### src/rtl/wash_phase_sequencer_if.sv
// Control, configuration and status bundle of the wash phase sequencer.
// The master side is the mode/user-input decoder and the configuration
// writer. The slave side is the sequencer itself.
interface wash_phase_sequencer_if #(
  parameter int CNT_W = 32,
  parameter int PH_W  = 2,
  parameter int MD_W  = 2
);
  logic             start;
  logic [MD_W-1:0]  mode_sel;
  logic             pause;
  logic             abort;
  logic             cfg_we;
  logic [MD_W-1:0]  cfg_mode;
  logic [PH_W-1:0]  cfg_phase;
  logic [CNT_W-1:0] cfg_data;
  logic             busy;
  logic             paused;
  logic [PH_W-1:0]  phase_idx;
  logic [CNT_W-1:0] count;
  logic [CNT_W-1:0] remaining;
  logic             phase_done;
  logic             cycle_done;
  logic             err;

  modport master (
    output start, mode_sel, pause, abort, cfg_we, cfg_mode, cfg_phase, cfg_data,
    input  busy, paused, phase_idx, count, remaining, phase_done, cycle_done, err
  );

  modport slave (
    input  start, mode_sel, pause, abort, cfg_we, cfg_mode, cfg_phase, cfg_data,
    output busy, paused, phase_idx, count, remaining, phase_done, cycle_done, err
  );
endinterface

### src/rtl/wash_phase_sequencer.sv
// Programmable multi-phase cycle timer for the wash controller.
// Steps through NUM_PHASES phases of the selected mode. Each phase lasts
// max(duration, 1) cycles, where the duration is taken from a
// software-writable (mode, phase) register file when the phase is entered.
module wash_phase_sequencer #(
  parameter int CNT_W      = 32,
  parameter int NUM_PHASES = 4,
  parameter int NUM_MODES  = 3,
  parameter int PH_W       = 2,
  parameter int MD_W       = 2,
  parameter int DEF_DUR    = 100
) (
  input  logic                 clk,
  input  logic                 rst,
  wash_phase_sequencer_if.slave bus
);

  typedef enum logic [1:0] {
    ST_IDLE   = 2'd0,
    ST_RUN    = 2'd1,
    ST_PAUSED = 2'd2,
    ST_DONE   = 2'd3
  } state_e;

  // The register file spans the full index space. Only legal entries are
  // ever written or read, so the spare slots hold their reset value.
  localparam int MODE_SLOTS  = 2 ** MD_W;
  localparam int PHASE_SLOTS = 2 ** PH_W;

  localparam logic [CNT_W-1:0] CNT_ZERO     = {CNT_W{1'b0}};
  localparam logic [CNT_W-1:0] CNT_ONE      = {{(CNT_W-1){1'b0}}, 1'b1};
  localparam logic [CNT_W-1:0] DEF_DUR_L    = CNT_W'(DEF_DUR);
  localparam logic [PH_W-1:0]  PH_ZERO      = {PH_W{1'b0}};
  localparam logic [PH_W-1:0]  PH_ONE       = {{(PH_W-1){1'b0}}, 1'b1};
  localparam logic [PH_W-1:0]  LAST_PH      = PH_W'(NUM_PHASES - 1);
  localparam logic [MD_W-1:0]  MD_ZERO      = {MD_W{1'b0}};
  localparam logic [MD_W:0]    NUM_MODES_L  = (MD_W + 1)'(NUM_MODES);
  localparam logic [PH_W:0]    NUM_PHASES_L = (PH_W + 1)'(NUM_PHASES);

  // A programmed duration of zero still occupies one cycle.
  function automatic logic [CNT_W-1:0] dur_eff(input logic [CNT_W-1:0] d);
    logic [CNT_W-1:0] r;
    if (d == CNT_ZERO) begin
      r = CNT_ONE;
    end else begin
      r = d;
    end
    return r;
  endfunction

  state_e           state_r;
  logic [MD_W-1:0]  mode_r;
  logic [PH_W-1:0]  phase_r;
  logic [CNT_W-1:0] count_r;
  logic [CNT_W-1:0] rem_r;
  logic [CNT_W-1:0] cur_dur_r;
  logic             busy_r;
  logic             paused_r;
  logic             phase_done_r;
  logic             cycle_done_r;
  logic             err_r;
  logic [CNT_W-1:0] dur_mem_r [MODE_SLOTS][PHASE_SLOTS];

  logic             mode_ok_s;
  logic             cfg_ok_s;
  logic             term_s;
  logic             last_s;
  logic [PH_W-1:0]  next_phase_s;
  logic [CNT_W-1:0] next_dur_s;
  logic [CNT_W-1:0] start_dur_s;

  // Decode start/config legality, terminal count and the durations of the
  // phase about to be entered (reads see the pre-write register value).
  always_comb begin
    mode_ok_s    = ({1'b0, bus.mode_sel} < NUM_MODES_L);
    cfg_ok_s     = bus.cfg_we
                   && ({1'b0, bus.cfg_mode} < NUM_MODES_L)
                   && ({1'b0, bus.cfg_phase} < NUM_PHASES_L);
    term_s       = (count_r == (cur_dur_r - CNT_ONE));
    last_s       = (phase_r == LAST_PH);
    next_phase_s = phase_r + PH_ONE;
    next_dur_s   = dur_eff(dur_mem_r[mode_r][next_phase_s]);
    start_dur_s  = dur_eff(dur_mem_r[bus.mode_sel][PH_ZERO]);
  end

  // Duration register file: reset to DEF_DUR, illegal targets are dropped.
  always_ff @(posedge clk) begin
    if (rst) begin
      for (int m = 0; m < MODE_SLOTS; m++) begin
        for (int p = 0; p < PHASE_SLOTS; p++) begin
          dur_mem_r[m][p] <= DEF_DUR_L;
        end
      end
    end else if (cfg_ok_s) begin
      dur_mem_r[bus.cfg_mode][bus.cfg_phase] <= bus.cfg_data;
    end
  end

  // Phase sequencing FSM with registered status outputs and pulses.
  // Abort overrides everything; pause overrides terminal count. Leaving
  // PAUSED resumes counting on the same edge, so a pause held for N cycles
  // delays the phase end by exactly N cycles.
  always_ff @(posedge clk) begin
    if (rst) begin
      state_r      <= ST_IDLE;
      mode_r       <= MD_ZERO;
      phase_r      <= PH_ZERO;
      count_r      <= CNT_ZERO;
      rem_r        <= CNT_ZERO;
      cur_dur_r    <= CNT_ZERO;
      busy_r       <= 1'b0;
      paused_r     <= 1'b0;
      phase_done_r <= 1'b0;
      cycle_done_r <= 1'b0;
      err_r        <= 1'b0;
    end else begin
      phase_done_r <= 1'b0;
      cycle_done_r <= 1'b0;
      err_r        <= 1'b0;
      if (bus.abort) begin
        state_r  <= ST_IDLE;
        phase_r  <= PH_ZERO;
        count_r  <= CNT_ZERO;
        rem_r    <= CNT_ZERO;
        busy_r   <= 1'b0;
        paused_r <= 1'b0;
      end else begin
        case (state_r)
          ST_IDLE, ST_DONE: begin
            paused_r <= 1'b0;
            count_r  <= CNT_ZERO;
            phase_r  <= PH_ZERO;
            if (bus.start && mode_ok_s) begin
              state_r   <= ST_RUN;
              busy_r    <= 1'b1;
              mode_r    <= bus.mode_sel;
              cur_dur_r <= start_dur_s;
              rem_r     <= start_dur_s;
            end else begin
              state_r <= ST_IDLE;
              busy_r  <= 1'b0;
              rem_r   <= CNT_ZERO;
              err_r   <= bus.start;
            end
          end
          ST_RUN, ST_PAUSED: begin
            err_r <= bus.start;
            if (bus.pause) begin
              state_r  <= ST_PAUSED;
              busy_r   <= 1'b1;
              paused_r <= 1'b1;
            end else if (term_s) begin
              phase_done_r <= 1'b1;
              count_r      <= CNT_ZERO;
              paused_r     <= 1'b0;
              if (last_s) begin
                state_r      <= ST_DONE;
                busy_r       <= 1'b0;
                cycle_done_r <= 1'b1;
                rem_r        <= CNT_ZERO;
              end else begin
                state_r   <= ST_RUN;
                busy_r    <= 1'b1;
                phase_r   <= next_phase_s;
                cur_dur_r <= next_dur_s;
                rem_r     <= next_dur_s;
              end
            end else begin
              state_r  <= ST_RUN;
              busy_r   <= 1'b1;
              paused_r <= 1'b0;
              count_r  <= count_r + CNT_ONE;
              rem_r    <= rem_r - CNT_ONE;
            end
          end
          default: begin
            state_r  <= ST_IDLE;
            phase_r  <= PH_ZERO;
            count_r  <= CNT_ZERO;
            rem_r    <= CNT_ZERO;
            busy_r   <= 1'b0;
            paused_r <= 1'b0;
          end
        endcase
      end
    end
  end

  assign bus.busy       = busy_r;
  assign bus.paused     = paused_r;
  assign bus.phase_idx  = phase_r;
  assign bus.count      = count_r;
  assign bus.remaining  = rem_r;
  assign bus.phase_done = phase_done_r;
  assign bus.cycle_done = cycle_done_r;
  assign bus.err        = err_r;

endmodule

### src/flat_wrapper.sv
// flat-port wrapper written by rule: the top's interface ports become plain ports
module wash_phase_sequencer_flat 
#(
  parameter int CNT_W      = 32,
  parameter int NUM_PHASES = 4,
  parameter int NUM_MODES  = 3,
  parameter int PH_W       = 2,
  parameter int MD_W       = 2,
  parameter int DEF_DUR    = 100
)
  (clk, rst, bus_start, bus_mode_sel, bus_pause, bus_abort, bus_cfg_we, bus_cfg_mode, bus_cfg_phase, bus_cfg_data, bus_busy, bus_paused, bus_phase_idx, bus_count, bus_remaining, bus_phase_done, bus_cycle_done, bus_err);
  wash_phase_sequencer_if #(.CNT_W(CNT_W), .PH_W(PH_W), .MD_W(MD_W)) bus_i ();
  input  logic clk;
  input  logic rst;
  input wire logic [$bits(bus_i.start)-1:0] bus_start;
  input wire logic [$bits(bus_i.mode_sel)-1:0] bus_mode_sel;
  input wire logic [$bits(bus_i.pause)-1:0] bus_pause;
  input wire logic [$bits(bus_i.abort)-1:0] bus_abort;
  input wire logic [$bits(bus_i.cfg_we)-1:0] bus_cfg_we;
  input wire logic [$bits(bus_i.cfg_mode)-1:0] bus_cfg_mode;
  input wire logic [$bits(bus_i.cfg_phase)-1:0] bus_cfg_phase;
  input wire logic [$bits(bus_i.cfg_data)-1:0] bus_cfg_data;
  output wire logic [$bits(bus_i.busy)-1:0] bus_busy;
  output wire logic [$bits(bus_i.paused)-1:0] bus_paused;
  output wire logic [$bits(bus_i.phase_idx)-1:0] bus_phase_idx;
  output wire logic [$bits(bus_i.count)-1:0] bus_count;
  output wire logic [$bits(bus_i.remaining)-1:0] bus_remaining;
  output wire logic [$bits(bus_i.phase_done)-1:0] bus_phase_done;
  output wire logic [$bits(bus_i.cycle_done)-1:0] bus_cycle_done;
  output wire logic [$bits(bus_i.err)-1:0] bus_err;
  assign bus_i.start = bus_start;
  assign bus_i.mode_sel = bus_mode_sel;
  assign bus_i.pause = bus_pause;
  assign bus_i.abort = bus_abort;
  assign bus_i.cfg_we = bus_cfg_we;
  assign bus_i.cfg_mode = bus_cfg_mode;
  assign bus_i.cfg_phase = bus_cfg_phase;
  assign bus_i.cfg_data = bus_cfg_data;
  assign bus_busy = bus_i.busy;
  assign bus_paused = bus_i.paused;
  assign bus_phase_idx = bus_i.phase_idx;
  assign bus_count = bus_i.count;
  assign bus_remaining = bus_i.remaining;
  assign bus_phase_done = bus_i.phase_done;
  assign bus_cycle_done = bus_i.cycle_done;
  assign bus_err = bus_i.err;
  wash_phase_sequencer #(.CNT_W(CNT_W), .NUM_PHASES(NUM_PHASES), .NUM_MODES(NUM_MODES), .PH_W(PH_W), .MD_W(MD_W), .DEF_DUR(DEF_DUR)) u_core (.clk(clk), .rst(rst), .bus(bus_i));
endmodule
### config.mk
export PLATFORM = sky130hd
export DESIGN_NAME = wash_phase_sequencer_flat
export DESIGN_NICKNAME = d
export VERILOG_FILES = /design/src/rtl/wash_phase_sequencer_if.sv /design/src/rtl/wash_phase_sequencer.sv /design/src/flat_wrapper.sv
export SDC_FILE = /design/constraint.sdc
export NUM_CORES = 1
export LEC_CHECK = 0
export BUFFER_PORTS_ARGS = -buffer_cell sky130_fd_sc_hd__clkbuf_2
export CAP_MARGIN = 0
export CORE_MARGIN = 1.5
export CORE_UTILIZATION = 62
export CTS_CLUSTER_DIAMETER = 80
export DETAILED_ROUTE_END_ITERATION = 16
export GPL_TIMING_DRIVEN = 0
export MAX_ROUTING_LAYER = met4
export PLACE_DENSITY_LB_ADDON = 0.12
export SLEW_MARGIN = 40
export SYNTH_ARGS = -nofsm -noshare
export SYNTH_HDL_FRONTEND = slang
export SYNTH_SLANG_ARGS = --single-unit
### constraint.sdc
create_clock -name clk -period 4.35 [get_ports clk]
set_input_delay 0.2175 -clock clk [delete_from_list [all_inputs] [get_ports clk]]
set_output_delay 0.2175 -clock clk [all_outputs]
set_load 0.005 [all_outputs]
* Yosys cells after proc, flatten, opt, wreduce, memory -nomap -nowiden
Memories as Yosys holds them, arrays and structs flattened. A register that Yosys moved wholly into a read port is not among the register bits. Cells that the tools add are included.
Cells by class: $add $sub $neg 4, $lt $le $gt $ge 5, equal/unequal tests 9, muxes and demuxes 50, bitwise operators 5, reductions and logical operators 15
Operators by type and width (count):
- $mux W32 | 15
- $mux W128 | 3
- $pmux W32 S2 | 3
- $reduce_or A128 Y1 | 1
- $bmux W32 S2 | 1
- $demux W32 S2 | 1
- $logic_not A32 Y1 | 2
- $sub A32 B1 Y32 const B | 2
- $add A32 B1 Y32 const B | 1
- $eq A32 B32 Y1 | 1
- $mux W2 | 9
- $mux W1 | 13
- $pmux W2 S2 | 2
- $eq A2 B2 Y1 const B | 3
- $ge A3 B3 Y1 const B | 2
- $not A2 Y3 | 2
- $pmux W1 S2 | 3
- $reduce_and A3 Y1 | 2
- $reduce_or A2 Y1 | 3
- $reduce_and A5 Y1 | 1
- $reduce_or A5 Y1 | 1
- $lt A2 B2 Y1 const B | 2
- $ne A2 B1 Y1 const B | 2
- $ne A2 B2 Y1 const B | 2
- other kinds (7) | 11
Word-level totals: register bits after elaboration 107, memory bits (writable) 512, bits of input ports 44, output and inout bits 71, logic and storage cells 100, memories kept 1
Memories:
- u_core.dur_mem_r | depth 4, bits a word 128, rd ports 2, clocked after memory_dff 1, wr ports 4, RTL line wash_phase_sequencer.sv:62 | logic [CNT_W-1:0] dur_mem_r [MODE_SLOTS][PHASE_SLOTS];

* Depth between registers and ports, before layout
word-level depth 11, mapped depth 14, gate-level depth less buffers 11

* Least setup slack after synthesis
OpenSTA, ideal clock, no wires.
kind input to register, start input port rst, end memory u_core.dur_mem_r[1][100] (netlist bit) (enable), data arrival time 3.312 ns, required time 3.884 ns, path slack 0.573 ns, stages 6, buffers on the path 2, cell sequence clkbuf_1 inv_1 nand2_1 or3_1 clkbuf_1 o21ai_0
RTL lines:
- start, declared | RTL line flat_wrapper.sv:14 | input logic rst;
- end, declared | RTL line wash_phase_sequencer.sv:62

* Worst setup path in the final report
start register u_core.cur_dur_r[10], end register u_core.rem_r[30], in the netlist u_core.bus.remaining[30]
On the way: cells in the longest elaborated chain, start to end 5
Ends and longest elaborated chain:
- start, declared | RTL line wash_phase_sequencer.sv:56 | logic [CNT_W-1:0] cur_dur_r;
- start signal, assigned | RTL line wash_phase_sequencer.sv:137 | cur_dur_r <= start_dur_s;
- start signal, assigned | RTL line wash_phase_sequencer.sv:165 | cur_dur_r <= next_dur_s;
- $sub A32 B1 Y32 | RTL line wash_phase_sequencer.sv:79 | term_s = (count_r == (cur_dur_r - CNT_ONE));
- $eq A32 B32 Y1 | RTL line wash_phase_sequencer.sv:79
- $mux W32 | RTL line wash_phase_sequencer.sv:152 | end else if (term_s) begin
- $mux W32 | RTL line wash_phase_sequencer.sv:148 | if (bus.pause) begin
- $pmux W32 S2 | RTL line wash_phase_sequencer.sv:128 | case (state_r)
- end signal, assigned | RTL line wash_phase_sequencer.sv:138 | rem_r <= start_dur_s;
- end signal, assigned | RTL line wash_phase_sequencer.sv:166 | rem_r <= next_dur_s;
- end signal, assigned | RTL line wash_phase_sequencer.sv:173 | rem_r <= rem_r - CNT_ONE;
- end, declared | RTL line wash_phase_sequencer.sv:55 | logic [CNT_W-1:0] rem_r;
No other way between the ends. The select of a mux whose other input is x is not followed. A chain may end at the register's enable or synchronous reset.

==> run summary <==
Worst Tran Pin Value = 993 ps
Die Footprint = 50000 sq um
Main synth FF type = edfxtp_1
Tot GR Track Use = 44.5%
Final Cell Area = 35300 sq um
maximum vdd drop = 0.480 mV
Starting DRT DRC Count = 3706
Clock Path Buffers = 3
Final setup viols = 0
final hold viol count = 0
Area Overhead vs Synth = 17.1%
GR peak layer = met2
pwr dens = 406 nW/um^2
Syn Inst Count = 2308
CTS tree = done
crit share post-route = 96.1%
Ports = 115
worst path arrival time = 4670 ps
Initial Utilization = 63.0%
vias in the first global route = 22800
HP Start = bus_abort
DP HPWL = 73200 microns
WS Path Type = reg2reg
Worst setup SP type = flip-flop
Max Cap Viol = 0
PnR worst setup slack = 172 ps
status = finished clean
total grt overflow = 0
grt met1 use = 56.2%
met2 Resource Use GR = 64.2%
clock skew = 29.1 ps
H-tree depth = 3
Hold Crit Endpoint = u_core.mode_r[0]
hold path cells = 4
placed cell area = 32700 sq um
register area share after synthesis = 58.2%
clock transition at the registers of the reported paths = 70 ps
Slew Limit Fails = 0
Syn. warnings = 0
synthesized area = 30100 sq um
Pleak = 0.0125 uW
first-pass GRT wire length = 153000 microns
WL per Instance = 31.7 microns
Hold Path Class = in2reg
Max Clock Freq = 0.239 GHz
Antenna Violating Nets Remaining = 0
total CTS buffers = 66
most frequent cells in the layout = edfxtp_1, and2_1, nand2_1
cell row count = 80
Async SR Flop Fraction = 0%
Final GP Congestion = 1.04
layout cells sized above 1 = 19.1%
largest net degree at the start of global routing = 33
synthesized area per cell = 13.1 sq um
Crit. End Element = flip-flop
DR vias/cell = 6.95
Worst Path Max Fanout = 10
Remaining DRCs = 0
Port Buffers = 111
Die X = 223 microns
Post-synth EDFFs = 512
core area = 47800 sq um
drt first pass iters = 7
final WL = 106000 microns
Yosys cell types = 74
r2r setup slk = 170 ps
Worst EP required = 4840 ps
reg2reg path depth = 13
initial antenna violation count = 1
commonest non-fill, non-tap cell in the layout = edfxtp_1
RR Endpoint = u_core.bus.remaining[30]
clock root cell = clkbuf_16
Via Count = 23300
Final nets = 2730
setup slack at placement = -254 ps
flops & latches, synth = 621
RR Startpoint = u_core.cur_dur_r[10]
Clk Latency, worst-skew pair = 630 ps
Die H = 223 microns
CTS sink count = 621
met3 GRT Util = 12.6%
Slew HR = 33.8%
Tmin final = 4180 ps
[metrics by stage]
stage	power, uW	std cells	hold WS, ps	util [%]	TNS (ps)
after floorplan	8010	2434	334	-	0
after global placement	8580	3160	463	66.8	-594380
after detailed placement	8670	3188	463	68.3	-3170
after CTS	14200	3343	40.9	73.5	0
after global routing	14600	3350	94.7	73.8	-43.7
final	14300	3350	73.1	73.8	0
[routing by layer]
metal	wire [microns]	share of wire, %
met5	0	0
met3	14600	14
met4	7530	7.1
met2	47000	44
met1	37100	35
[worst max-delay path by stage]
| stage | start | endpoint | slack (ps) | cells past startpoint |
|---|---|---|---|---|
| after floorplan | rst | u_core.dur_mem_r[1][100] | 570 | 6 |
| after global placement | rst | u_core.dur_mem_r[2][90] | -2560 | 7 |
| after detailed placement | u_core.cur_dur_r[4] | u_core.bus.remaining[0] | -250 | 11 |
| after CTS | u_core.cur_dur_r[10] | u_core.cur_dur_r[26] | 90 | 12 |
| after global routing | u_core.cur_dur_r[10] | u_core.cur_dur_r[22] | -10 | 12 |
| final | u_core.cur_dur_r[10] | u_core.bus.remaining[30] | 170 | 13 |
[area by class of cell]
type / instances / area [sq um]
tap: 615 / 769
sequential: 621 / 17600
inverter: 26 / 97.6
clock buffer: 79 / 1730
clock inverter: 39 / 399
buffer: 202 / 925
multi-input combinational: 1584 / 12300
fill: 3010 / 12600
timing repair buffer: 181 / 1490
antenna: 3 / 7.51
[synth_stat cells, types with 10 or more instances]
library cell	count	area (sq um)
edfxtp_1	512	15400
and2_1	356	2230
nand2_1	171	642
clkbuf_1	165	619
mux4_2	160	3600
dfxtp_1	109	2180
a21oi_1	80	400
a22oi_1	66	495
a31oi_1	59	369
nor2_1	56	210
o21ai_0	50	250
or3_1	49	307
nor4_1	44	275
xnor2_1	43	377
nand3_1	40	200
nor3_1	27	135
xor2_1	26	228
inv_1	24	90.1
nand2b_1	24	150
a311oi_1	21	184
nand4_1	18	113
buf_1	17	63.8
nand3b_1	17	128
or4_1	16	120
mux2i_1	14	140
and3_1	13	81.3
buf_2	12	60.1
a311oi_2	10	150
[where the power goes]
group          switching (uW)  internal, uW  leakage, uW
clock                    2450          3170      0.00103
combinational            1090           642      0.00566
sequential                186          6780      0.00582
[flip-flops by register name (all words and copies together) (netlist names), named ones only]
| register | flops |
|---|---|
| u_core.bus.phase_done | 1 |
| u_core.bus.err | 1 |
| u_core.bus.paused | 1 |
| u_core.cur_dur_r | 32 |
| u_core.bus.remaining | 32 |
| u_core.dur_mem_r | 512 |
| u_core.bus.count | 32 |
| u_core.bus.phase_idx | 2 |
| u_core.bus.busy | 1 |
| u_core.mode_r | 2 |
| u_core.state_r | 2 |
| u_core.bus.cycle_done | 1 |
[worst max-delay path: stages, from the launching register on]
cell,delay [ps]
dfxtp_1,430
or4_1,590
or3_1,320
clkbuf_2,190
nor3b_4,280
mux2i_1,210
or3_1,130
nand4_1,270
clkbuf_4,340
or3_1,450
buf_2,260
buf_2,250
a31oi_1,220
nand3_1,90
[cell families (layout without fill, tap and decap cells)]
group / count (synthesis) / count (layout) / share of synthesized area (%)
AOI/OAI and AO/OA: 339 / 339 / 7.70
xor gates and xnor gates: 69 / 69 / 2.00
adders and majority gates: 4 / 4 / 0.166
buffers and inverters: 229 / 527 / 3.14
DFF: 621 / 621 / 58.2
muxes: 175 / 175 / 12.5
other: 2 / 131 / 0.0249
and+or+nand+nor: 869 / 869 / 16.3
[repair_timing]
item | 4_1_cts | 5_1_grt
setup endpoints to repair | 31 | 74
hold buffers | 34 | 0
pin swaps | 1 | 2
gates resized for setup | 4 | 13
setup buffers | 3 | 5
endpoints found under the hold margin | 66 | 0
Note: power is estimated with default switching activity, not from simulation.
